File: config.mk
export PLATFORM = sky130hd
export DESIGN_NAME = x2050_mdata_bank_flat
export DESIGN_NICKNAME = d
export VERILOG_FILES = /design/src/rtl/x2050_mdata_pkg.sv /design/src/rtl/x2050_mdata_bank_if.sv /design/src/rtl/x2050_mdata_chan.sv /design/src/rtl/x2050_mdata_bank.sv /design/src/flat_wrapper.sv
export SDC_FILE = /design/constraint.sdc
export NUM_CORES = 1
export LEC_CHECK = 0
export ABC_AREA = 1
export BUFFER_PORTS_ARGS = -buffer_cell sky130_fd_sc_hd__clkbuf_2
export CAP_MARGIN = 20
export CELL_PAD_IN_SITES_DETAIL_PLACEMENT = 1
export CELL_PAD_IN_SITES_GLOBAL_PLACEMENT = 2
export CORE_UTILIZATION = 32
export CTS_BUF_LIST = sky130_fd_sc_hd__clkbuf_4 sky130_fd_sc_hd__clkbuf_8
export DETAILED_ROUTE_END_ITERATION = 10
export PLACE_DENSITY_LB_ADDON = 0.1
export SLEW_MARGIN = 0
export SYNTH_ARGS = -nofsm -noshare
export SYNTH_HDL_FRONTEND = slang
export SYNTH_HIERARCHICAL = 1
export SYNTH_SLANG_ARGS = --single-unit
File: constraint.sdc
create_clock -name i_clk -period 3.9 [get_ports i_clk]
set_clock_uncertainty 0.2 [all_clocks]
set_input_delay 0 -clock i_clk [delete_from_list [all_inputs] [get_ports i_clk]]
set_output_delay 0 -clock i_clk [all_outputs]
set_load 0.03 [all_outputs]
File: src/rtl/x2050_mdata_pkg.sv
`default_nettype none
// ============================================================================
// Module   : x2050_mdata_pkg
// Purpose  : Shared opcode constants and store-FSM state encoding for the
//            multi-channel M data register bank.
// Ports    : none (package)
// Revision : 1.0  initial release
// ============================================================================
package x2050_mdata_pkg;

    localparam logic [2:0] OP_HOLD    = 3'd0;
    localparam logic [2:0] OP_LOAD_T  = 3'd1;
    localparam logic [2:0] OP_HALF    = 3'd2;
    localparam logic [2:0] OP_BYTE_W  = 3'd3;
    localparam logic [2:0] OP_SHIFT_B = 3'd4;
    localparam logic [2:0] OP_CLEAR   = 3'd5;
    localparam logic [2:0] OP_STORE   = 3'd6;

    typedef enum logic [0:0] {
        ST_IDLE = 1'b0,
        ST_REQ  = 1'b1
    } st_state_t;

endpackage
`default_nettype wire

File: src/rtl/x2050_mdata_bank_if.sv
`default_nettype none
// ============================================================================
// Module   : x2050_mdata_bank_if
// Purpose  : Control/data bundle of the M data register bank.
// Ports    : master drives i_* (ROS control, sources, storage ack) and
//            observes o_* (selected register, pointer, store request,
//            overrun pulse); slave is the bank side.
// Revision : 1.0  initial release
// ============================================================================
interface x2050_mdata_bank_if #(
    parameter int NBYTES = 4,
    parameter int NCH    = 2
);
    localparam int CHW = (NCH    > 1) ? $clog2(NCH)    : 1;
    localparam int PW  = (NBYTES > 1) ? $clog2(NBYTES) : 1;

    logic                  i_ros_advance;
    logic [CHW-1:0]        i_ch;
    logic [2:0]            i_op;
    logic [8*NBYTES-1:0]   i_t_reg;
    logic [7:0]            i_w_reg;
    logic                  i_mb_load;
    logic [PW-1:0]         i_mb_val;
    logic                  i_mb_inc;
    logic                  i_force_last;
    logic                  i_st_ack;
    logic [8*NBYTES-1:0]   o_m_reg;
    logic [PW-1:0]         o_mb;
    logic                  o_st_req;
    logic [8*NBYTES-1:0]   o_st_data;
    logic [CHW-1:0]        o_st_ch;
    logic                  o_overrun;

    modport master (
        output i_ros_advance, i_ch, i_op, i_t_reg, i_w_reg, i_mb_load,
               i_mb_val, i_mb_inc, i_force_last, i_st_ack,
        input  o_m_reg, o_mb, o_st_req, o_st_data, o_st_ch, o_overrun
    );

    modport slave (
        input  i_ros_advance, i_ch, i_op, i_t_reg, i_w_reg, i_mb_load,
               i_mb_val, i_mb_inc, i_force_last, i_st_ack,
        output o_m_reg, o_mb, o_st_req, o_st_data, o_st_ch, o_overrun
    );
endinterface
`default_nettype wire

File: src/rtl/x2050_mdata_chan.sv
`default_nettype none
// ============================================================================
// Module   : x2050_mdata_chan
// Purpose  : One channel copy of the M register and its byte pointer.
// Ports    : i_clk, i_reset    clock, synchronous active-high reset
//            sel               this channel is selected on an advancing cycle
//            op, t_reg, w_reg  operation and sources
//            mb_load/mb_val/mb_inc  pointer control
//            force_last        op uses last byte instead of stored pointer
//            m_reg, mb         register and pointer state
// Revision : 1.0  initial release
// ============================================================================
module x2050_mdata_chan
    import x2050_mdata_pkg::*;
#(
    parameter int NBYTES = 4,
    parameter int PW     = 2
) (
    input  wire logic                i_clk,
    input  wire logic                i_reset,
    input  wire logic                sel,
    input  wire logic [2:0]          op,
    input  wire logic [8*NBYTES-1:0] t_reg,
    input  wire logic [7:0]          w_reg,
    input  wire logic                mb_load,
    input  wire logic [PW-1:0]       mb_val,
    input  wire logic                mb_inc,
    input  wire logic                force_last,
    output logic      [8*NBYTES-1:0] m_reg,
    output logic      [PW-1:0]       mb
);
    localparam int            W    = 8 * NBYTES;
    localparam int            HW   = 4 * NBYTES;
    localparam logic [PW-1:0] LAST = PW'(NBYTES - 1);

    logic [W-1:0]  m_next;
    logic [PW-1:0] mb_next;
    logic [PW-1:0] eff_ptr;

    assign eff_ptr = force_last ? LAST : mb;

    always_comb begin
        m_next = m_reg;
        case (op)
            OP_LOAD_T:  m_next = t_reg;
            OP_HALF:    m_next = {m_reg[W-1 -: HW], t_reg[W-1 -: HW]};
            OP_BYTE_W: begin
                // Byte 0 is the most significant byte.
                for (int b = 0; b < NBYTES; b++) begin
                    if (eff_ptr == PW'(b))
                        m_next[8*(NBYTES-1-b) +: 8] = w_reg;
                end
            end
            OP_SHIFT_B: m_next = {m_reg[W-9:0], w_reg};
            OP_CLEAR:   m_next = '0;
            default:    m_next = m_reg;
        endcase
    end

    // Explicit wrap so non-power-of-two widths stay in range.
    always_comb begin
        mb_next = mb;
        if (mb_load)
            mb_next = mb_val;
        else if (mb_inc)
            mb_next = (mb == LAST) ? '0 : mb + PW'(1);
    end

    always_ff @(posedge i_clk) begin
        if (i_reset) begin
            m_reg <= '0;
            mb    <= '0;
        end else if (sel) begin
            m_reg <= m_next;
            mb    <= mb_next;
        end
    end
endmodule
`default_nettype wire

File: src/rtl/x2050_mdata_bank.sv
`default_nettype none
// ============================================================================
// Module   : x2050_mdata_bank
// Purpose  : Multi-channel M data register bank with single-entry storage
//            write path and overrun detection.
// Ports    : i_clk, i_reset  clock, synchronous active-high reset
//            bus (slave)     ROS control, sources, pointer control, storage
//                            handshake and selected-channel outputs
// Revision : 1.0  initial release
// ============================================================================
module x2050_mdata_bank
    import x2050_mdata_pkg::*;
#(
    parameter int NBYTES = 4,
    parameter int NCH    = 2
) (
    input wire logic         i_clk,
    input wire logic         i_reset,
    x2050_mdata_bank_if.slave bus
);
    localparam int W   = 8 * NBYTES;
    localparam int CHW = (NCH    > 1) ? $clog2(NCH)    : 1;
    localparam int PW  = (NBYTES > 1) ? $clog2(NBYTES) : 1;

    logic [W-1:0]  m_arr  [NCH];
    logic [PW-1:0] mb_arr [NCH];
    logic [W-1:0]  m_sel;
    logic [PW-1:0] mb_sel;

    generate
        for (genvar c = 0; c < NCH; c++) begin : g_chan
            x2050_mdata_chan #(.NBYTES(NBYTES), .PW(PW)) u_chan (
                .i_clk      (i_clk),
                .i_reset    (i_reset),
                .sel        (bus.i_ros_advance && (bus.i_ch == CHW'(c))),
                .op         (bus.i_op),
                .t_reg      (bus.i_t_reg),
                .w_reg      (bus.i_w_reg),
                .mb_load    (bus.i_mb_load),
                .mb_val     (bus.i_mb_val),
                .mb_inc     (bus.i_mb_inc),
                .force_last (bus.i_force_last),
                .m_reg      (m_arr[c]),
                .mb         (mb_arr[c])
            );
        end
    endgenerate

    always_comb begin
        m_sel  = '0;
        mb_sel = '0;
        for (int c = 0; c < NCH; c++) begin
            if (bus.i_ch == CHW'(c)) begin
                m_sel  = m_arr[c];
                mb_sel = mb_arr[c];
            end
        end
    end

    // Store FSM: single pending write, no queueing.
    st_state_t      state, state_next;
    logic [W-1:0]   st_data, st_data_next;
    logic [CHW-1:0] st_ch, st_ch_next;
    logic           overrun, overrun_next;
    logic           store_go;

    assign store_go = bus.i_ros_advance && (bus.i_op == OP_STORE);

    always_ff @(posedge i_clk) begin
        if (i_reset) begin
            state   <= ST_IDLE;
            st_data <= '0;
            st_ch   <= '0;
            overrun <= 1'b0;
        end else begin
            state   <= state_next;
            st_data <= st_data_next;
            st_ch   <= st_ch_next;
            overrun <= overrun_next;
        end
    end

    always_comb begin
        state_next   = state;
        st_data_next = st_data;
        st_ch_next   = st_ch;
        overrun_next = 1'b0;
        case (state)
            ST_IDLE: begin
                // Snapshot is the pre-op register value of the channel.
                if (store_go) begin
                    state_next   = ST_REQ;
                    st_data_next = m_sel;
                    st_ch_next   = bus.i_ch;
                end
            end
            ST_REQ: begin
                if (bus.i_st_ack)
                    state_next = ST_IDLE;
                // A STORE in the ack cycle is still rejected.
                if (store_go)
                    overrun_next = 1'b1;
            end
            default: state_next = ST_IDLE;
        endcase
    end

    assign bus.o_m_reg   = m_sel;
    assign bus.o_mb      = mb_sel;
    assign bus.o_st_req  = (state == ST_REQ);
    assign bus.o_st_data = st_data;
    assign bus.o_st_ch   = st_ch;
    assign bus.o_overrun = overrun;
endmodule
`default_nettype wire

File: src/flat_wrapper.sv
// flat-port wrapper written by rule: the top's interface ports become plain ports
module x2050_mdata_bank_flat import x2050_mdata_pkg::*;
#(
    parameter int NBYTES = 4,
    parameter int NCH    = 2
)
  (i_clk, i_reset, bus_i_ros_advance, bus_i_ch, bus_i_op, bus_i_t_reg, bus_i_w_reg, bus_i_mb_load, bus_i_mb_val, bus_i_mb_inc, bus_i_force_last, bus_i_st_ack, bus_o_m_reg, bus_o_mb, bus_o_st_req, bus_o_st_data, bus_o_st_ch, bus_o_overrun);
  x2050_mdata_bank_if #(.NBYTES(NBYTES), .NCH(NCH)) bus_i ();
  input wire logic i_clk;
  input wire logic i_reset;
  input wire logic [$bits(bus_i.i_ros_advance)-1:0] bus_i_ros_advance;
  input wire logic [$bits(bus_i.i_ch)-1:0] bus_i_ch;
  input wire logic [$bits(bus_i.i_op)-1:0] bus_i_op;
  input wire logic [$bits(bus_i.i_t_reg)-1:0] bus_i_t_reg;
  input wire logic [$bits(bus_i.i_w_reg)-1:0] bus_i_w_reg;
  input wire logic [$bits(bus_i.i_mb_load)-1:0] bus_i_mb_load;
  input wire logic [$bits(bus_i.i_mb_val)-1:0] bus_i_mb_val;
  input wire logic [$bits(bus_i.i_mb_inc)-1:0] bus_i_mb_inc;
  input wire logic [$bits(bus_i.i_force_last)-1:0] bus_i_force_last;
  input wire logic [$bits(bus_i.i_st_ack)-1:0] bus_i_st_ack;
  output wire logic [$bits(bus_i.o_m_reg)-1:0] bus_o_m_reg;
  output wire logic [$bits(bus_i.o_mb)-1:0] bus_o_mb;
  output wire logic [$bits(bus_i.o_st_req)-1:0] bus_o_st_req;
  output wire logic [$bits(bus_i.o_st_data)-1:0] bus_o_st_data;
  output wire logic [$bits(bus_i.o_st_ch)-1:0] bus_o_st_ch;
  output wire logic [$bits(bus_i.o_overrun)-1:0] bus_o_overrun;
  assign bus_i.i_ros_advance = bus_i_ros_advance;
  assign bus_i.i_ch = bus_i_ch;
  assign bus_i.i_op = bus_i_op;
  assign bus_i.i_t_reg = bus_i_t_reg;
  assign bus_i.i_w_reg = bus_i_w_reg;
  assign bus_i.i_mb_load = bus_i_mb_load;
  assign bus_i.i_mb_val = bus_i_mb_val;
  assign bus_i.i_mb_inc = bus_i_mb_inc;
  assign bus_i.i_force_last = bus_i_force_last;
  assign bus_i.i_st_ack = bus_i_st_ack;
  assign bus_o_m_reg = bus_i.o_m_reg;
  assign bus_o_mb = bus_i.o_mb;
  assign bus_o_st_req = bus_i.o_st_req;
  assign bus_o_st_data = bus_i.o_st_data;
  assign bus_o_st_ch = bus_i.o_st_ch;
  assign bus_o_overrun = bus_i.o_overrun;
  x2050_mdata_bank #(.NBYTES(NBYTES), .NCH(NCH)) u_core (.i_clk(i_clk), .i_reset(i_reset), .bus(bus_i));
endmodule
==> results of run 1 <==
[cell type report]
class,count,share of cell area
Multi-Input combinational cell,853,0.438
Sequential cell,103,0.234
Timing Repair Buffer,195,0.150
Inverter,265,0.113
Tap cell,280,0.0398
Clock buffer,9,0.0141
Clock inverter,6,0.0105
[critical path, cell delays in order]
cell           delay (ps)
clkbuf_2               90
buf_4                 630
ha_1                  360
inv_1                  60
buf_4                 360
nand2_1               210
nor2_1                150
nor2_1                 50
dlygate4sd3_1         560
nor2_1                100
nor2_1                 50
[worst paths after layout]
path                                                from                                to  slack [ps]
worst max register to register       u_core/bus.o_st_req               u_core/bus.o_st_req        1470
worst min-delay path                      bus_i_w_reg[0]  u_core/g_chan[1].u_chan/m_reg[0]          20
worst max-delay path                         bus_i_op[2]  u_core/g_chan[1].u_chan/m_reg[2]        1350
worst min register to register  u_core/bus.o_st_data[31]          u_core/bus.o_st_data[31]         320
[routing by layer]
metal,track usage,up-vias
met5,0,-
met2,0.428,201
met3,0.0264,38
met4,0.0972,0
li1,-,4094
met1,0.340,3831
[cell families after synthesis]
kind of cell / after synthesis
adder cells (fa/ha/maj): 4
flip-flops: 103
AND/OR/NAND/NOR: 767
AO/OA/AOI/OAI: 81
multiplexers: 1
buffers and inverters: 325
[cells in the mapped netlist, types with 6 or more instances]
cell | instances | area [um^2]
nand2_1 | 420 | 1580
inv_1 | 251 | 942
nor2_1 | 152 | 571
dfxtp_1 | 103 | 2060
nand3_1 | 97 | 485
a21oi_1 | 52 | 260
nand4_1 | 32 | 200
or2_2 | 32 | 200
clkbuf_1 | 18 | 67.6
o21bai_1 | 16 | 120
buf_2 | 15 | 75.1
nand2_2 | 14 | 87.6
buf_6 | 13 | 146
buf_4 | 10 | 75.1
inv_2 | 9 | 33.8
nor2_2 | 6 | 37.5
[report_power, final]
part           internal [mW]  switching, mW  total, mW
sequential              1.11         0.0481       1.16
combinational          0.276          0.558      0.834
clock                  0.364          0.445      0.809
[per-stage QoR]
step / std cells / utilization / hold WS [ps] / area, um^2 / total power [mW]
global placement: 1631 / 0.359 / 29.2 / 7940 / 1.93
finish: 1711 / 0.399 / 24.7 / 8810 / 2.80
detailed placement: 1631 / 0.359 / 33.5 / 7940 / 1.94
CTS: 1711 / 0.399 / 3.40 / 8810 / 2.82
floorplan: 1281 / - / -94.4 / 7300 / 1.69
global route: 1711 / 0.399 / 14.7 / 8810 / 2.97
==> results_dict.tcl, run 1 <==
set metrics [dict create \
    status "finished clean" \
    start_kind "input port" \
    ys_async_sr_fraction 0 \
    route.detailed.drc 0 \
    timing.final.max_slew_violations 0 \
    worst_pin_slew_ps 926 \
    portBuffers 121 \
    post-route-period-util 0.653 \
    seqCellArea_um2 2060 \
    period_needed_ps 2550 \
    multi_input_area_um2 3860 \
    clock_path_buffers 2 \
    clk_latency_ps 400 \
    grt_pass1_vias 8001 \
    wl_met3_mm 1.09 \
    ios 122 \
    synth_compound_area_frac 0.0664 \
    vdd_drop_max_uv 127 \
    avgRoutedWirePerCell_um 17.2 \
    largest_register_ffs 64 \
    yosysSeqAreaShare 0.283 \
    synth_seq_cells 103 \
    fmax_ghz 0.393 \
    hold-path-cell-count 7 \
    track_usage 0.256 \
    die_h_um 153 \
    cts_buffers 9 \
    critPathKind "input port to flip-flop" \
    synth_area_um2 7300 \
    start_util 0.330 \
    vias 8164 \
    rsz0062_at_grt "false" \
    synth_edf_count 0 \
    drt-initial-drc-count 415 \
    required_ps 4000 \
    die-area_um2 23400 \
    setup_ws_ps 1350 \
    synthesis.nets 1338 \
    path_clk_slew_ps 110 \
    wl_met2_mm 13.6 \
    nFillCells 3066 \
    hold_class "input port to flip-flop" \
    synth_xor_area_frac 0 \
    cap_violations 0 \
    place_ws_ps 1530 \
    p_per_area_nw_per_um2 318 \
    synthCells 1281 \
    final.setup.tns_ps 0 \
    postCtsSetupRepairBufs 0 \
    fp.dieW_um 153 \
    worstPathArrival_ps 2650 \
    areaGrowthSynthToFinish_pct 20.7 \
    r2r_cells 4 \
    cts_root_buffer "clkbuf_8" \
    final_common_cell "nand2_1" \
    routed.top_layer "met4" \
    coreArea_um2 22100 \
    slew_headroom 0.382 \
    viasPerCell 4.77 \
    cts.sinks 103 \
    first_pass_iters 5 \
    synth_warnings 6 \
    setup_viol 0 \
    antenna_left 0 \
    crit_path_end_kind "flip-flop" \
    finalWirelength_mm 29.4 \
    dpl.hpwl_mm 20.9 \
    p_leak_nw 4.84 \
    layout-drive-gt1-share 0.155 \
    drt-met1-wl_mm 13.8 \
    critPathMaxFanout 59 \
    grt_pass1_wl_mm 45.9 \
    ctsResizeCount 0 \
    grt_overflow 0 \
    muxShareOfSynthArea 0.00137 \
    hold_buffers 65 \
    grt_max_degree 60 \
    hold_violations 0 \
    synth.distinct_cells 37 \
    layout_common_cells "nand2_1, inv_1, nor2_1" \
    synth-simple-area-share 0.454 \
    diodes 0 \
    synth_adder_area_share 0.00686 \
    synth_top_family_by_area "simple AND/OR/NAND/NOR gates" \
    cts_tree "done" \
    antenna_found_initial 2 \
    synth_top_flop_cell "dfxtp_1" \
    htreeDepth 3 \
    num-nets-final 1484 \
    place_congestion 0.836 \
    avgSynthCellArea_um2 5.70 \
    row_count 54 \
]
Power figures use the tool's default switching activity.
==> run 2: changes to the inputs <==
--- a/config.mk
+++ b/config.mk
@@ -10,7 +10,7 @@
 export CAP_MARGIN = 20
 export CELL_PAD_IN_SITES_DETAIL_PLACEMENT = 1
 export CELL_PAD_IN_SITES_GLOBAL_PLACEMENT = 2
-export CORE_UTILIZATION = 32
+export CORE_UTILIZATION = 30
 export CTS_BUF_LIST = sky130_fd_sc_hd__clkbuf_4 sky130_fd_sc_hd__clkbuf_8
 export DETAILED_ROUTE_END_ITERATION = 10
 export PLACE_DENSITY_LB_ADDON = 0.1
==> constraint.sdc (replaced) <==
create_clock -name i_clk -period 2.5 [get_ports i_clk]
set_clock_uncertainty 0.2 [all_clocks]
set_input_delay 0 -clock i_clk [delete_from_list [all_inputs] [get_ports i_clk]]
set_output_delay 0 -clock i_clk [all_outputs]
set_load 0.03 [all_outputs]
==> run 2 against run 1 <==
Net effect:
- routed wire length grew 0.95%
- sequential cell count stayed put
- first-iteration DRC count increased by 0.48%
- largest cell class unchanged
- register-to-register slack got worse by 870 ps
- die area is 6.6% higher
- worst hold slack better by 48 ps
- count of clock-buffer cells in the layout grew 3
- critical path depth fell by 5
==> results_dict.tcl, run 2 (synthesis gave the netlist of run 1 again) <==
set metrics [dict create \
    critPathMaxFanout 27 \
    setup_ws_ps 204 \
    num-nets-final 1503 \
    antenna_left 0 \
    slew_headroom 0.360 \
    cts_buffers 9 \
    htreeDepth 3 \
    diodes 0 \
    setup_viol 0 \
    avgRoutedWirePerCell_um 16.8 \
    final_common_cell "nand2_1" \
    cts_root_buffer "clkbuf_8" \
    critPathKind "input port to flip-flop" \
    cap_violations 0 \
    required_ps 2600 \
    worst_pin_slew_ps 954 \
    layout-drive-gt1-share 0.163 \
    areaGrowthSynthToFinish_pct 24.1 \
    ios 122 \
    grt_pass1_vias 8044 \
    dpl.hpwl_mm 22.1 \
    grt_overflow 0 \
    ctsResizeCount 0 \
    fp.dieW_um 158 \
    cts.sinks 103 \
    coreArea_um2 23700 \
    viasPerCell 4.58 \
    die-area_um2 24900 \
    die_h_um 158 \
    path_clk_slew_ps 120 \
    track_usage 0.246 \
    period_needed_ps 2300 \
    rsz0062_at_grt "false" \
    row_count 56 \
    hold_violations 0 \
    hold_class "input port to flip-flop" \
    drt-initial-drc-count 417 \
    clock_path_buffers 2 \
    route.detailed.drc 0 \
    clk_latency_ps 400 \
    grt_pass1_wl_mm 46.2 \
    finalWirelength_mm 29.7 \
    start_util 0.308 \
    status "finished clean" \
    worstPathArrival_ps 2400 \
    first_pass_iters 4 \
    final.setup.tns_ps 0 \
    portBuffers 121 \
    vdd_drop_max_uv 183 \
    p_leak_nw 4.95 \
    vias 8102 \
    largest_register_ffs 64 \
    antenna_found_initial 0 \
    timing.final.max_slew_violations 0 \
    p_per_area_nw_per_um2 481 \
    fmax_ghz 0.435 \
    post-route-period-util 0.919 \
    crit_path_end_kind "flip-flop" \
    start_kind "input port" \
    cts_tree "done" \
    place_congestion 0.918 \
    grt_max_degree 50 \
    place_ws_ps 403 \
    layout_common_cells "nand2_1, inv_1, nor2_1" \
]
==> run 2: cell count changes in the layout (fill, tap and decap cells not counted), sizes merged <==
| cell | delta |
|---|---|
| buf | +13 |
| bufinv | -1 |
| dlygate4sd3 | +6 |
| clkinvlp | -1 |
| clkbuf | +3 |
| inv | -1 |
| clkinv | +1 |
==> run 2: worst max-delay path: stages <==
cell and delay (ps):
dlygate4sd3_1 530, clkbuf_2 180, clkinv_1 760, o21ai_0 310, a21oi_1 60, dlygate4sd3_1 550
==> run 2: final timing paths <==
check,from,end,slack (ps),cells after the start
setup / recovery,i_reset,u_core/g_chan[0].u_chan/mb[0],200,6
hold / removal,bus_i_op[0],u_core/bus.o_overrun,70,4
setup reg to reg,u_core/bus.o_st_req,u_core/bus.o_st_req,600,4
hold reg to reg,u_core/bus.o_st_data[6],u_core/bus.o_st_data[6],320,4
==> run 2: layer usage <==
layer,vias up,global-route usage,part of all wire
met1,3766,0.335,0.49
met4,0,0.0847,0.026
met3,37,0.0235,0.030
met2,170,0.405,0.46
met5,-,0,0
li1,4129,-,-
==> run 2: layout make-up <==
type	count	area [um^2]
clock buffer	12	165
multi-input combinational	853	3860
sequential	103	2060
timing repair buffer	214	1520
fill	3296	14600
tap	319	399
clock inverter	4	51.3
inverter	265	997
==> run 2: per-stage QoR <==
stage	std cells	power, mW	cell area [um^2]	hold WS (ps)	util
finish	1770	4.36	9050	72.4	0.382
global route	1770	4.63	9050	94.9	0.382
CTS	1768	4.41	9020	20.7	0.381
detailed placement	1682	3.06	8100	38.9	0.342
global placement	1681	3.05	8070	19.4	0.341
floorplan	1281	2.63	7300	-94.4	-
==> run 2: power by group <==
group | total (mW) | internal [mW] | leakage (nW) | switching (mW)
logic | 1.33 | 0.455 | 4.00 | 0.878
registers | 1.81 | 1.73 | 0.841 | 0.0806
clock network | 1.22 | 0.549 | 0.109 | 0.668
==> run 2: timing repair <==
item,in CTS,in global routing
setup buffers,0,0
hold endpoints to repair,70,3
hold buffers,70,1
